`config.mk`:
```
export PLATFORM = sky130hd
export DESIGN_NAME = spongent_msg_ctrl
export DESIGN_NICKNAME = d
export VERILOG_FILES = /design/src/rtl/spongent_msg_ctrl.sv
export SDC_FILE = /design/constraint.sdc
export NUM_CORES = 1
export LEC_CHECK = 0
export ABC_CLOCK_PERIOD_IN_PS = 4200
export CORE_MARGIN = 3
export CORE_UTILIZATION = 43
export DETAILED_ROUTE_END_ITERATION = 16
export GPL_ROUTABILITY_DRIVEN = 0
export PLACE_DENSITY_LB_ADDON = 0.15
export SETUP_SLACK_MARGIN = 0.2
export SLEW_MARGIN = 15
export SYNTH_ARGS = -nofsm -noshare
export SYNTH_HDL_FRONTEND = slang
export SYNTH_SLANG_ARGS = --single-unit
```
`constraint.sdc`:
```
create_clock -name clk -period 4.2 [get_ports clk]
set_input_delay 0.42 -clock clk [delete_from_list [all_inputs] [get_ports clk]]
set_output_delay 0.42 -clock clk [all_outputs]
set_load 0.1 [all_outputs]
```
`src/rtl/spongent_msg_ctrl.sv`:
```
// spongent_msg_ctrl: pads message bytes into rate blocks and drives the sponge absorb/squeeze handshake (optional byte counter: SPONGENT_MSG_COUNT_EN)
module spongent_msg_ctrl #(
    parameter int RATE_BYTES = 2,
    parameter int OUT_BLOCKS = 8,
    localparam int R = 8 * RATE_BYTES
) (
    input  logic         clk,
    input  logic         reset,
    input  logic [7:0]   in_data,
    input  logic         in_valid,
    output logic         in_ready,
    input  logic         flush,
    output logic         sp_start_continue,
    output logic         sp_msg_data_available,
    output logic [R-1:0] sp_msg_data,
    input  logic         sp_busy,
    input  logic [R-1:0] sp_state_rate,
    output logic [R-1:0] out_data,
    output logic         out_valid,
    input  logic         out_ready,
    output logic         done,
    output logic [15:0]  msg_len
);
    localparam int CW = $clog2(RATE_BYTES + 1);
    localparam int IW = OUT_BLOCKS > 1 ? $clog2(OUT_BLOCKS) : 1;

    typedef enum logic [2:0] {WARM, FILL, ABS_REQ, ABS_WAIT, OUT, SQ_REQ, SQ_WAIT, DONE} state_t;

    state_t        state, state_n;
    logic [R-1:0]  blk, blk_n;
    logic [CW-1:0] cnt, cnt_n, k_new;
    logic [IW-1:0] idx, idx_n;
    logic          fin, fin_n, pad, pad_n, accept, full;

    assign in_ready              = state == FILL && cnt < CW'(RATE_BYTES);
    assign accept                = in_valid & in_ready;
    assign k_new                 = cnt + CW'(accept);
    assign full                  = k_new == CW'(RATE_BYTES);
    assign sp_start_continue     = state == ABS_REQ || state == SQ_REQ;
    assign sp_msg_data_available = state == ABS_REQ;
    assign sp_msg_data           = (state == ABS_REQ || state == ABS_WAIT) ? blk : '0;
    assign out_valid             = state == OUT;
    assign out_data              = out_valid ? sp_state_rate : '0;
    assign done                  = state == DONE;

    // state and datapath registers
    always_ff @(posedge clk or posedge reset) begin
        if (reset) begin
            state <= WARM;
            blk   <= '0;
            cnt   <= '0;
            idx   <= '0;
            fin   <= 1'b0;
            pad   <= 1'b0;
        end else begin
            state <= state_n;
            blk   <= blk_n;
            cnt   <= cnt_n;
            idx   <= idx_n;
            fin   <= fin_n;
            pad   <= pad_n;
        end
    end

    // next-state: byte packing, padding and absorb/squeeze sequencing
    always_comb begin
        state_n = state;
        blk_n   = blk;
        cnt_n   = cnt;
        idx_n   = idx;
        fin_n   = fin;
        pad_n   = pad;
        case (state)
            WARM: state_n = FILL;
            FILL: begin
                if (accept) begin
                    blk_n = blk | (R'(in_data) << (8 * (RATE_BYTES - 1 - int'(cnt))));
                    cnt_n = k_new;
                end
                if (flush) begin
                    if (!full)
                        blk_n = blk_n | (R'(8'h80) << (8 * (RATE_BYTES - 1 - int'(k_new))));
                    fin_n   = !full;
                    pad_n   = full;
                    state_n = ABS_REQ;
                end else if (full) begin
                    state_n = ABS_REQ;
                end
            end
            ABS_REQ: state_n = ABS_WAIT;
            ABS_WAIT: begin
                if (!sp_busy) begin
                    if (pad) begin
                        blk_n   = R'(8'h80) << (R - 8);
                        fin_n   = 1'b1;
                        pad_n   = 1'b0;
                        state_n = ABS_REQ;
                    end else if (fin) begin
                        idx_n   = '0;
                        state_n = OUT;
                    end else begin
                        blk_n   = '0;
                        cnt_n   = '0;
                        state_n = FILL;
                    end
                end
            end
            OUT: begin
                if (out_ready) begin
                    if (idx == IW'(OUT_BLOCKS - 1)) begin
                        state_n = DONE;
                    end else begin
                        idx_n   = idx + IW'(1);
                        state_n = SQ_REQ;
                    end
                end
            end
            SQ_REQ:  state_n = SQ_WAIT;
            SQ_WAIT: state_n = sp_busy ? SQ_WAIT : OUT;
            default: state_n = DONE;
        endcase
    end

`ifdef SPONGENT_MSG_COUNT_EN
    // count accepted bytes, sticking at all ones
    always_ff @(posedge clk or posedge reset) begin
        if (reset)
            msg_len <= '0;
        else if (accept && msg_len != 16'hFFFF)
            msg_len <= msg_len + 16'd1;
    end
`else
    assign msg_len = '0;
`endif
endmodule

```
==> results.toml, run 1 <==
[sta]
max_slew_margin_pct = 28.91
min_period_ns = 2.964
drv_slew = 0
fmax_ghz = 0.3374
finClkSkew_ns = 0.004915
rsz0062_at_grt = "false"
period_share_pct = 70.57
setup_viol = 0
hold_viol = 0
tns_ns = 0
tightest_slew_ns = 1.064
fin_hold_ws_ns = 0.4846

[grt]
antenna_found_initial = 0
grt-busiest-layer = "met2"
gr-usage-met2_pct = 31.71
grt_max_degree = 27
met3_usage_pct = 3.827
grt_pass1_vias = 1360
overflow = 0
met1_usage_pct = 23.24
grt_usage_pct = 18.17
grt_pass1_wl_mm = 6.341

[synthesis]
yosys.area.top_type = "dfrtp_1"
synth_commonest_cells = "and2_1 (33), dfrtp_1 (26), nand2_1 (23)"
ys_types = 43
netlist_area_mm2 = 0.001638
postSynthCellCount = 188
seq_area_frac_synth_pct = 39.72
yosys.cell_count.top_type = "and2_1"
async_reset_ff_share_pct = 100.0
ys_ff_latch = 26
synth_top_area_share_pct = 39.72
synth_ff_type = "dfrtp_1"
synthTopCellsByArea = "dfrtp_1 (40%), and2_1 (13%), buf_4 (7.8%), nand2_1 (5.3%), o21ai_1 (4.6%)"
yosys_warnings = 0
synth.avg_cell_area_um2 = 8.712
synth_edf_count = 0

[drt]
routed_wl_mm = 3.950
vias = 1487
drtIter0Drc = 113
first_pass_iters = 4
ant_nets = 0
drc = 0
avgViaCountPerCell = 5.007
wl_per_cell_um = 13.30

[power]
p_leak_nw = 1.067
ir_drop_v = 0.0004018
power_density_mw_per_mm2 = 575.4
finalPower_mw = 1.290

[critical_path]
criticalPathCategory = "flop to primary output"
cp-start-kind = "flop"
startpoint = "state[1]"
path_max_fanout = 18
arrival_ns = 2.54
cp.required_ns = 3.78
end_kind = "primary output"
crit-reg2reg-launch = "state[1]"

[place]
io_buffers = 66
dpl.hpwl_mm = 3.063

[min_path]
hold_class = "flop to flop"
hold_start = "blk[5]"

[clock_network]
cts_tree = "done"
numCtsBuffers = 3
post_cts.repair.setup_buffers = 0
ctsLongestPathBuffers = 2
cts_resized = 0
clkSlewWorstSetupHoldPaths_ns = 0.09
ctsHoldBuffers = 0
ctsHtreeMaxLevel = 1
cts.sinks = 26
insertion_delay_ns = 0.27
root_buffer = "clkbuf_8"

[die]
io_pins = 83
die_w_um = 67.72
placementRows = 21
die_h_um = 67.72
initial_utilization_pct = 46.87
die_area_mm2 = 0.004585
core_area_mm2 = 0.003495

[cells_and_area]
n_fill_cell = 315
nets = 285
syn_to_final_growth_pct = 36.90
n_antenna_cell = 0
post_route_cells_drive_above_1_share_pct = 17.53

[job]
max_cap_violations = 0

[status]
status = "finished, final reports clean"
==> layout make-up <==
type	count	area [um^2]	area share, %
flip-flops and latches	26	650.6	29.02
well taps	46	57.56	2.567
clock buffers	4	55.05	2.455
repair buffers	67	590.6	26.34
inverters	6	22.52	1.004
multi-input cells	148	865.8	38.62
==> worst max-delay path: stages (launching register included) <==
cell and delay [ns]:
dfrtp_1 0.56, nor3b_2 0.25, buf_4 0.21, and2_1 0.14, clkdlybuf4s50_1 1.12
==> cells in the final DEF (no fill, tap or decap), types with 4 or more instances in the layout <==
master and n:
conb_1 16, o21ai_1 15, clkbuf_8 4, and2_1 33, a21oi_1 4, clkdlybuf4s50_1 35, dfrtp_1 26, buf_4 32
nor2b_1 5, inv_1 4, nand2_1 23, nor2_1 5
==> final timing paths <==
check	end	slack (ns)	cells past startpoint
worst max register to register	state[1]	1.78	7
max in group asynchronous	state[1]	2.92	2
worst max-delay path	out_data[10]	1.24	4
worst min-delay path	blk[5]	0.48	2
worst min register to register	blk[5]	0.48	2
min in group asynchronous	blk[2]	0.68	2
==> sequential cells by signal (all words and copies together), names as in the netlist <==
name / flops
blk: 16
cnt: 2
fin: 1
idx: 3
pad: 1
state: 3
==> where the power goes <==
group          internal (mW)  total (mW)  switching (mW)
sequential             0.319       0.401          0.0818
clock                 0.0838       0.162          0.0778
combinational          0.200       0.727           0.528
total                  0.603        1.29           0.687
==> logic make-up (layout without fill, tap and decap cells) <==
family / Yosys count / after routing / share of synthesized area [%]
AND/OR/NAND/NOR: 89 / 89 / 31.02
AO/OA/AOI/OAI: 37 / 37 / 13.98
buffers and inverters: 29 / 77 / 10.85
flip-flops: 26 / 26 / 39.72
adder cells (fa/ha/maj): 3 / 3 / 2.292
multiplexers: 2 / 2 / 1.375
other: 1 / 16 / 0.2290
XOR/XNOR: 1 / 1 / 0.5349
==> through the flow <==
step	utilization [%]	instances	instance area, um^2	worst slack (ns)
2_1_floorplan	-	203	1694	0.3680
3_3_place_gp	62.59	293	2187	1.554
3_5_place_dp	62.59	293	2187	1.542
4_1_cts	64.16	297	2242	1.228
5_1_grt	64.16	297	2242	1.062
6_report	64.16	297	2242	1.236
==> metal layers <==
layer  wire [um]  part of all wire, %
met1        1700                   43
met2        1988                   50
met3         242                  6.1
met4          19                 0.48
met5           0                    0
Power figures use the tool's default switching activity.
==> run 2: changes to the inputs <==
--- a/config.mk
+++ b/config.mk
@@ -5,9 +5,9 @@
 export SDC_FILE = /design/constraint.sdc
 export NUM_CORES = 1
 export LEC_CHECK = 0
-export ABC_CLOCK_PERIOD_IN_PS = 4200
+export ABC_CLOCK_PERIOD_IN_PS = 2900
 export CORE_MARGIN = 3
-export CORE_UTILIZATION = 43
+export CORE_UTILIZATION = 40
 export DETAILED_ROUTE_END_ITERATION = 16
 export GPL_ROUTABILITY_DRIVEN = 0
 export PLACE_DENSITY_LB_ADDON = 0.15
==> constraint.sdc (replaced) <==
create_clock -name clk -period 2.9 [get_ports clk]
set_input_delay 0.29 -clock clk [delete_from_list [all_inputs] [get_ports clk]]
set_output_delay 0.29 -clock clk [all_outputs]
set_load 0.1 [all_outputs]
==> run 2 against run 1 <==
Effect of this change:
- setup slack lost 0.75 ns
- register-to-register slack worse by 1.1 ns
- critical endpoint is now out_data[6]
- largest cell class unchanged
- largest power group unchanged
- highest routed layer unchanged
- count of clock-buffer cells in the layout is 1 lower
- final area up 11%
- clock power is 87% higher
- die area grew 6.8%
- clock skew grew 0.0028 ns
==> results.toml, run 2 (synthesis gave the netlist of run 1 again) <==
[die]
initial_utilization_pct = 43.12
die_area_mm2 = 0.004899
die_h_um = 69.99
core_area_mm2 = 0.003799
die_w_um = 69.99
placementRows = 22
io_pins = 83

[grt]
grt_max_degree = 27
grt_pass1_vias = 1403
grt_usage_pct = 17.16
grt_pass1_wl_mm = 6.837
overflow = 0
antenna_found_initial = 0

[drt]
drc = 0
drtIter0Drc = 52
avgViaCountPerCell = 4.953
ant_nets = 0
first_pass_iters = 4
routed_wl_mm = 4.070
vias = 1486
wl_per_cell_um = 13.57

[clock_network]
numCtsBuffers = 3
cts_resized = 0
clkSlewWorstSetupHoldPaths_ns = 0.09
insertion_delay_ns = 0.28
cts_tree = "done"
post_cts.repair.setup_buffers = 0
ctsLongestPathBuffers = 2
root_buffer = "clkbuf_8"
cts.sinks = 26
ctsHtreeMaxLevel = 1
ctsHoldBuffers = 0

[cells_and_area]
top_register = "blk"
reg_top3 = "blk: 16 flops, idx: 3 flops, state: 3 flops"
n_fill_cell = 309
nets = 286
post_route_cells_drive_above_1_share_pct = 22.22
layout_commonest_cell = "and2_1"
largest_reg_flops = 16
layout_common_cells = "and2_1 (32), clkdlybuf4s50_1 (29), dfrtp_1 (25), nand2_1 (23), buf_4 (23)"
syn_to_final_growth_pct = 52.10
n_antenna_cell = 0

[critical_path]
r2r_cells = 7
arrival_ns = 2.12
criticalPathCategory = "flop to primary output"
path_max_fanout = 18
cp-start-kind = "flop"
startpoint = "state[2]"
crit-reg2reg-launch = "state[0]"
cp.required_ns = 2.61
end_kind = "primary output"

[sta]
setup_viol = 0
finClkSkew_ns = 0.007703
period_share_pct = 83.27
drv_slew = 0
rsz0062_at_grt = "false"
setup_ws_ns = 0.4851
hold_viol = 0
max_slew_margin_pct = 51.43
tightest_slew_ns = 0.7254
min_period_ns = 2.415
fmax_ghz = 0.4141

[place]
dpl.hpwl_mm = 3.157
post-place-ws_ns = 0.7132
io_buffers = 66

[power]
p_leak_nw = 1.139
power_density_mw_per_mm2 = 775.7
clock_power_share_pct = 15.7
swShare_pct = 51.68
comb_power_share_pct = 53.9
finalPower_mw = 1.932
p_int_uw = 933.7
ir_drop_v = 0.0005356
power.switching_uw = 998.8
seqPwrFrac_pct = 30.4

[min_path]
hold_class = "input pin to async pin"

[job]
max_cap_violations = 0

[status]
status = "finished, final reports clean"
-- run 2: cell types whose count changed in the layout (fill, tap and decap cells not counted), sizes merged --
cell,change
buf,+7
clkdlybuf4s50,-6
bufinv,+1
clkbuf,-1
-- run 2: cell type report --
type,instances,area (um^2),share of cell area (%)
clock inverter,1,30.03,1.205
multi-input combinational,148,902.1,36.21
inverter,6,22.52,0.9041
sequential,26,651.9,26.17
tap,48,60.06,2.411
clock buffer,3,41.29,1.657
timing repair buffer,68,783.3,31.44
-- run 2: worst max-delay path: stages, from the launching register on --
cell	delay [ns]
dfrtp_1	0.61
nor3b_2	0.69
and2_1	0.25
buf_4	0.30
-- run 2: path summary, 6_finish.rpt --
kind	endpoint	slack [ns]
max	out_data[6]	0.49
max in group asynchronous	state[1]	2.27
min	blk[7]	0.35
min in group clk	blk[5]	0.48
min reg2reg	blk[5]	0.48
max reg2reg	state[0]	0.68
-- run 2: routing by layer --
layer	vias to the layer above	track usage, %	part of all wire, %
met5	-	0	0
met4	0	6.383	1.3
met3	5	3.597	8.2
met2	73	27.70	46
met1	676	22.50	44
li1	732	-	-
-- run 2: metrics by stage --
step                TNS [ns]  util, %  hold WS, ns  cell area [um^2]  instances
floorplan           -0.03870        -       0.3299              1733        203
global placement           0    63.70       0.4588              2420        296
detailed placement         0    63.70       0.4672              2420        296
CTS                        0    65.58       0.3598              2491        300
global route               0    65.58       0.3952              2491        300
finish                     0    65.58       0.3548              2491        300
-- run 2: power groups by stage --
stage | logic, mW | registers [mW] | clock network, mW
after floorplan | 0.898 | 0.544 | 0
after global placement | 1.04 | 0.589 | 0
after detailed placement | 1.05 | 0.598 | 0
after CTS | 1.05 | 0.590 | 0.308
after global routing | 1.11 | 0.607 | 0.324
final | 1.04 | 0.588 | 0.303
